File: config.mk
export PLATFORM = sky130hd
export DESIGN_NAME = memory_access
export DESIGN_NICKNAME = d
export VERILOG_FILES = /design/src/rtl/memory_access_pkg.sv /design/src/rtl/memory_access_store_encoder.sv /design/src/rtl/memory_access.sv
export SDC_FILE = /design/constraint.sdc
export NUM_CORES = 1
export LEC_CHECK = 0
export ABC_AREA = 0
export CORE_AREA = 2 2 130 182
export CTS_CLUSTER_DIAMETER = 30
export DETAILED_ROUTE_END_ITERATION = 10
export DIE_AREA = 0 0 132 184
export PLACE_DENSITY = 0.76
export SYNTH_ARGS = -nofsm -noshare
export SYNTH_HDL_FRONTEND = slang
export SYNTH_SLANG_ARGS = --single-unit
export TNS_END_PERCENT = 10
File: constraint.sdc
create_clock -name clk -period 2.4 [get_ports clk]
set_input_delay 0.48 -clock clk [delete_from_list [all_inputs] [get_ports clk]]
set_output_delay 0.48 -clock clk [all_outputs]
set_load 0.02 [all_outputs]
File: src/rtl/memory_access_pkg.sv
// Shared types for the MIPS memory stage: pipeline records, data-bus structs,
// opcode constants and the memory FSM state encoding.
package memory_access_pkg;

  localparam logic [5:0] OP_LB    = 6'h20;
  localparam logic [5:0] OP_LH    = 6'h21;
  localparam logic [5:0] OP_LW    = 6'h23;
  localparam logic [5:0] OP_LBU   = 6'h24;
  localparam logic [5:0] OP_LHU   = 6'h25;
  localparam logic [5:0] OP_SB    = 6'h28;
  localparam logic [5:0] OP_SH    = 6'h29;
  localparam logic [5:0] OP_SW    = 6'h2b;
  localparam logic [5:0] OP_ADDIU = 6'h09;

  typedef enum logic [1:0] {MSIZE1 = 2'd0, MSIZE2 = 2'd1, MSIZE4 = 2'd2} msize_t;
  typedef enum logic [1:0] {S_IDLE = 2'd0, S_REQ = 2'd1, S_DATA = 2'd2} mem_state_t;

  typedef struct packed {
    logic [5:0]  opcode;
    logic [5:0]  funct;
    logic [31:0] valE;
    logic [31:0] valB;
    logic [4:0]  dstE;
    logic [4:0]  dstM;
  } plr_m;

  typedef struct packed {
    logic [5:0]  opcode;
    logic [5:0]  funct;
    logic [31:0] valE;
    logic [4:0]  dstE;
    logic [4:0]  dstM;
  } plr_w;

  typedef struct packed {
    logic        valid;
    logic [31:0] addr;
    msize_t      size;
    logic [3:0]  strobe;
    logic [31:0] data;
  } dbus_req_t;

  typedef struct packed {
    logic        addr_ok;
    logic        data_ok;
    logic [31:0] data;
  } dbus_resp_t;

  function automatic plr_w to_w(input plr_m m);
    plr_w w;
    w.opcode = m.opcode;
    w.funct  = m.funct;
    w.valE   = m.valE;
    w.dstE   = m.dstE;
    w.dstM   = m.dstM;
    return w;
  endfunction

  function automatic logic is_load(input logic [5:0] op);
    return (op == OP_LB) || (op == OP_LBU) || (op == OP_LH) ||
           (op == OP_LHU) || (op == OP_LW);
  endfunction

endpackage

File: src/rtl/memory_access_store_encoder.sv
// Combinational request encoder: classifies the opcode and builds the bus
// size, byte strobe and lane-replicated write data for an access.
module store_encoder
  import memory_access_pkg::*;
(
  input  logic [5:0]  i_opcode,
  input  logic [1:0]  i_addr,
  input  logic [31:0] i_valB,
  output msize_t      o_size,
  output logic [3:0]  o_strobe,
  output logic [31:0] o_data,
  output logic        o_is_mem,
  output logic        o_misaligned
);

  always_comb begin
    o_size       = MSIZE1;
    o_strobe     = 4'b0000;
    o_data       = i_valB;
    o_is_mem     = 1'b0;
    o_misaligned = 1'b0;
    case (i_opcode)
      OP_LW, OP_SW: begin
        o_is_mem     = 1'b1;
        o_size       = MSIZE4;
        o_misaligned = |i_addr;
        if (i_opcode == OP_SW) o_strobe = 4'b1111;
      end
      OP_LH, OP_LHU, OP_SH: begin
        o_is_mem     = 1'b1;
        o_size       = MSIZE2;
        o_misaligned = i_addr[0];
        o_data       = {2{i_valB[15:0]}};
        if (i_opcode == OP_SH) o_strobe = 4'b0011 << {i_addr[1], 1'b0};
      end
      OP_LB, OP_LBU, OP_SB: begin
        o_is_mem = 1'b1;
        o_size   = MSIZE1;
        o_data   = {4{i_valB[7:0]}};
        if (i_opcode == OP_SB) o_strobe = 4'b0001 << i_addr;
      end
      default: ;
    endcase
  end

endmodule

File: src/rtl/memory_access.sv
// MIPS memory stage: issues one data-bus transaction per load/store, stalls
// upstream until it completes, and registers the record and raw load word for WB.
module memory_access
  import memory_access_pkg::*;
#(
  parameter bit ALIGN_CHECK = 1'b1,
  parameter int DEBUG_CNT_W = 16
) (
  input  logic                   clk,
  input  logic                   reset,
  input  plr_m                   r_M,
  input  logic                   m_valid,
  output dbus_req_t              dreq,
  input  dbus_resp_t             dresp,
  output logic                   stall_M,
  output plr_w                   r_W,
  output logic [31:0]            ld_word,
  output logic                   misalign,
  output logic [DEBUG_CNT_W-1:0] stall_cnt,
  output logic [DEBUG_CNT_W-1:0] txn_cnt,
  output mem_state_t             o_dbg_state
);

  localparam logic [DEBUG_CNT_W-1:0] CNT_ONE = {{(DEBUG_CNT_W-1){1'b0}}, 1'b1};

  mem_state_t r_state, w_next;
  dbus_req_t  r_req, w_req_new;
  plr_w       r_hold, w_cur, w_pass;
  logic [31:0] r_ld_word;
  logic        r_misalign;
  logic [DEBUG_CNT_W-1:0] r_stall_cnt, r_txn_cnt;

  msize_t      w_size;
  logic [3:0]  w_strobe;
  logic [31:0] w_data;
  logic        w_is_mem, w_mis_raw, w_mis, w_access, w_stall, w_complete;

  store_encoder u_enc (
    .i_opcode     (r_M.opcode),
    .i_addr       (r_M.valE[1:0]),
    .i_valB       (r_M.valB),
    .o_size       (w_size),
    .o_strobe     (w_strobe),
    .o_data       (w_data),
    .o_is_mem     (w_is_mem),
    .o_misaligned (w_mis_raw)
  );

  assign w_mis    = ALIGN_CHECK && m_valid && w_is_mem && w_mis_raw;
  assign w_access = m_valid && w_is_mem && !w_mis;

  always_comb begin
    w_req_new.valid  = 1'b1;
    w_req_new.addr   = (w_size == MSIZE4) ? {r_M.valE[31:2], 2'b00} : r_M.valE;
    w_req_new.size   = w_size;
    w_req_new.strobe = w_strobe;
    w_req_new.data   = w_data;
  end

  // Dropped misaligned accesses still retire, but must not write any register.
  always_comb begin
    w_pass = to_w(r_M);
    if (w_mis) begin
      w_pass.dstE = 5'd0;
      w_pass.dstM = 5'd0;
    end
  end

  // Once issued, completion uses the captured record so upstream changes are ignored.
  assign w_cur = (r_state == S_IDLE) ? to_w(r_M) : r_hold;

  always_comb begin
    w_next     = r_state;
    dreq       = '0;
    w_stall    = 1'b0;
    w_complete = 1'b0;
    case (r_state)
      S_IDLE: begin
        if (w_access) begin
          dreq = w_req_new;
          if (dresp.addr_ok && dresp.data_ok) begin
            w_complete = 1'b1;
          end else begin
            w_stall = 1'b1;
            w_next  = dresp.addr_ok ? S_DATA : S_REQ;
          end
        end
      end
      S_REQ: begin
        dreq = r_req;
        if (dresp.addr_ok && dresp.data_ok) begin
          w_complete = 1'b1;
          w_next     = S_IDLE;
        end else begin
          w_stall = 1'b1;
          if (dresp.addr_ok) w_next = S_DATA;
        end
      end
      S_DATA: begin
        if (dresp.data_ok) begin
          w_complete = 1'b1;
          w_next     = S_IDLE;
        end else begin
          w_stall = 1'b1;
        end
      end
      default: w_next = S_IDLE;
    endcase
  end

  always_ff @(posedge clk) begin
    if (reset) begin
      r_state     <= S_IDLE;
      r_req       <= '0;
      r_hold      <= '0;
      r_W         <= '0;
      r_ld_word   <= '0;
      r_misalign  <= 1'b0;
      r_stall_cnt <= '0;
      r_txn_cnt   <= '0;
    end else begin
      r_state    <= w_next;
      r_misalign <= (r_state == S_IDLE) && w_mis;
      if ((r_state == S_IDLE) && w_access) begin
        r_req  <= w_req_new;
        r_hold <= to_w(r_M);
      end
      if (w_stall) begin
        r_W       <= '0;
        r_ld_word <= '0;
        if (r_stall_cnt != '1) r_stall_cnt <= r_stall_cnt + CNT_ONE;
      end else if (w_complete) begin
        r_W       <= w_cur;
        r_ld_word <= is_load(w_cur.opcode) ? dresp.data : 32'h0;
        r_txn_cnt <= r_txn_cnt + CNT_ONE;
      end else if (m_valid) begin
        r_W       <= w_pass;
        r_ld_word <= '0;
      end else begin
        r_W       <= '0;
        r_ld_word <= '0;
      end
    end
  end

  assign stall_M     = w_stall;
  assign ld_word     = r_ld_word;
  assign misalign    = r_misalign;
  assign stall_cnt   = r_stall_cnt;
  assign txn_cnt     = r_txn_cnt;
  assign o_dbg_state = r_state;

endmodule

==> out/qor.csv <==
metric,value,unit
first-pass GRT wire length,50.0,mm
mapped cell area,9160,sq um
Seq cells post-synth,216,
Synth async-reset ratio,0,%
overall track demand over capacity in global routing,25.3,%
synthesized-area fraction occupied by adder cells,0.273,%
Place WS,-1.18,ns
"Core Util, Final",68.2,%
number of flops mapped to enable cells by yosys,0,
Crit path max-delay family,simple AND/OR/NAND/NOR gates,
part of the Yosys area used for sequential elements,47.2,%
number of standard cells in the final layout excluding fillers,1888,
cell-by-cell listing of the critical path,"or4b_4, nor3_4, buf_6, buf_12, buf_4, nand2_2, nand2_2, buf_6",
Synth Net Count,1282,
Clock transition at path regs,0.05,ns
dpl cell area,13600,sq um
final setup violation count,69,
starting density of the core,40.6,%
largest family of logic cells by synthesized area,simple AND/OR/NAND/NOR gates,
CTS buffer count,38,
normalized max-slew margin,56.8,%
portion of total power attributed to combinational logic,10.2,%
Antenna Violating Nets Remaining,0,
clock insertion delay at the later pin of the skew report,0.51,ns
total length of routed wires,32.5,mm
sequential standard cell area,4330,sq um
Die Y-Extent,184,microns
"leading cell types in the layout, fill and taps excluded","nand2_1 (265), clkdlybuf4s50_1 (232), dfxtp_1 (214)",
crit path launch type,flop,
Worst Hold Class,input port to flop,
Simple-Gate Fraction of Synth Area,27.9,%
total half-perimeter wirelength after legalization and detailed placement,21.2,mm
smallest hold slack,0.343,ns
number of detailed-routing iterations run before antenna repair,5,
via count of the first global-routing pass,9738,
iteration-0 DRC count of the detailed router,547,
CTS Hold Bufs,0,
num rows,65,
CTS H-Tree Depth,2,
"commonest non-fill, non-tap cell in the layout",nand2_1,
VDD IR-drop max,462,uV
horizontal extent of the die,132,microns
overall die area,24300,sq um
number of max-cap violations,0,
flip-flop cell with the highest count after synthesis,dfxtp_1,
number of top-level design ports,316,
detailed-route via count,10000,
final layout net count,1680,
CP max FO,8,
share of total power consumed by net switching,24.1,%
final worst slack,-0.278,ns
number of inserted filler cells in the final layout,1720,
share of the synthesized area in compound gates (AO/OA/AOI/OAI),16.0,%
largest clock skew in the final design,0.0115,ns
final worst-path cycle share,112,%
run status,"complete, but fails checks",
final weighted congestion of routability-driven global placement,0.872,
Worst Path Buf+Inv,4,
part of the total power dissipated in the clock network,53.1,%
clock tree buffer depth,3,
CTS root buf,clkbuf_16,
required time of the critical path,1.92,ns
number of antenna violations at the first check in global routing,4,
Core Box Area,22500,sq um
# port buffers,315,
CTS sink cnt,216,
final count of hold timing violations,0,
critical-path cell with the highest stage delay,or4b_4,
arrival time reported for the critical path endpoint,2.20,ns
pin count of the biggest net entering global routing,125,
power density normalized to cell area,659,nW/um^2
"Min Clock Period, post-route",2.68,ns
clock tree from TritonCTS,done,
cells after synthesis,1157,
type of the worst setup path,flop to output port,
RSZ-0062 raised after global routing,yes,
xor/xnor cell area share of the yosys netlist,0.0957,%
layout overhead on the synthesized area,67.8,%
final design instance area without fill,15400,sq um
achievable clock frequency,373,MHz
Placed Instances,1808,
Net Sw Power,2.44,mW
ratio of cells with drive above 1 in the final layout,25.8,%
violations in the final reports,setup timing,
endpoint type of the worst setup path,output port,
Int Pwr,7.68,mW
delay of the slowest cell on the worst path,0.54,ns
Avg Inst Size Synth,7.91,sq um
Synthesis Warnings,0,
number of max-slew violations in the final report,0,
routed len/inst,17.2,microns
area taken by multi-input logic gates,4960,sq um
number of distinct library cell variants in the gate-level netlist after synthesis,52,
Leak Pwr,6.00,nW
sequential cell fraction of total power,36.7,%
share of synthesized area spent on multiplexers,4.29,%
worst-margin pin slew,0.648,ns
Via density,5.30,
# DRC,0,
global route overflow,0,
==> metrics by stage <==
step,TNS [ns],total power [mW]
after floorplan,-2.73,4.18
after detailed placement,-172.77,4.74
after global routing,-19.04,10.4
final,-13.91,10.1
after global placement,-156.64,4.73
after CTS,-17.34,10.2
==> worst min-delay path: cells and delay by family <==
family                 cells  cell delay, ns
AOI/OAI and AO/OA          1            0.07
and+or+nand+nor            1            0.08
buffers and inverters      1            0.14
==> layout make-up <==
type	count	share of cell area, %
Antenna cell	3	0.0489
Clock buffer	45	6.56
Inverter	6	0.147
Multi-Input combinational cell	844	32.3
Timing Repair Buffer	449	28.5
Clock inverter	24	1.82
Sequential cell	216	28.2
Tap cell	301	2.45
==> power by group through the flow <==
| stage | Clock, mW | Sequential (mW) | Combinational [mW] |
|---|---|---|---|
| global route | 5.63 | 3.72 | 1.10 |
| floorplan | 0 | 3.83 | 0.347 |
| CTS | 5.44 | 3.71 | 1.00 |
| detailed placement | 0 | 3.78 | 0.959 |
| finish | 5.38 | 3.71 | 1.03 |
| global placement | 0 | 3.78 | 0.948 |
==> path summary, 6_finish.rpt <==
kind,from,endpoint,slack [ns],cells past startpoint
worst max register to register,o_dbg_state[1]$_SDFFE_PP0P_,stall_cnt[10]$_SDFFE_PP0P_,0.11,7
worst min register to register,r_hold[43]$_SDFFE_PP0P_,r_W[43]$_SDFF_PP0_,0.45,2
worst min-delay path,r_M[81],r_W[49]$_SDFF_PP0_,0.34,3
worst max-delay path,o_dbg_state[1]$_SDFFE_PP0P_,dreq[7],-0.28,8
==> layer usage <==
metal  global-route usage (%)  up-vias  wire [microns]
met3                     5.38      129            2230
met1                     27.6     4654           11900
li1                         -     4783               -
met4                     17.5        2            2050
met5                        0        -               7
met2                     44.0      433           16300
==> cells in the mapped netlist, drive strengths merged (2+ instances only) <==
cell     count  area share, %
nor4         6           0.41
dfxtp      216             47
nand2      303             12
nand4       10           0.68
clkbuf      77            3.2
nor3         6           0.56
a22oi       10           0.82
and4         3           0.29
ha           2           0.27
nand2b       3           0.20
nor2        44            1.8
nand3       57            3.1
and2        41            2.8
a2bb2oi      2           0.19
or3         33            2.3
or4         17            1.4
mux2i       19            2.1
o21a        13            1.1
or2          2           0.14
o31ai       12           0.98
o41ai        2           0.19
o21ai       24            1.3
a211oi      11           0.90
and3         6           0.41
a21oi      173            9.5
o2111ai      3           0.36
and3b        2           0.19
nor2b        9           0.61
a31oi        2           0.20
mux2        18            2.2
inv          6           0.25
buf         14           0.81
==> cell families (layout without fill, tap and decap cells) <==
| group | count (synthesis) | after routing |
|---|---|---|
| other | 0 | 3 |
| xor gates and xnor gates | 1 | 1 |
| DFF | 216 | 216 |
| adders and majority gates | 2 | 2 |
| muxes | 37 | 37 |
| and+or+nand+nor | 547 | 547 |
| buffers and inverters | 97 | 524 |
| AOI/OAI and AO/OA | 257 | 257 |
==> repair_timing <==
action | in CTS | in global routing
cloned | 2 | 0
hold endpoints to repair | 0 | 0
resized for setup | 465 | 59
setup endpoints to repair | 144 | 101
buffers inserted | 8 | 1
pin swaps | 18 | 15
==> sequential cells by signal, summed over array words and instances, names as in the netlist <==
name	flops
misalign	1
stall_cnt	16
txn_cnt	16
o_dbg_state	2
r_W	54
r_req	71
r_hold	24
ld_word	32
No activity file was read; power rests on OpenSTA's default activity.
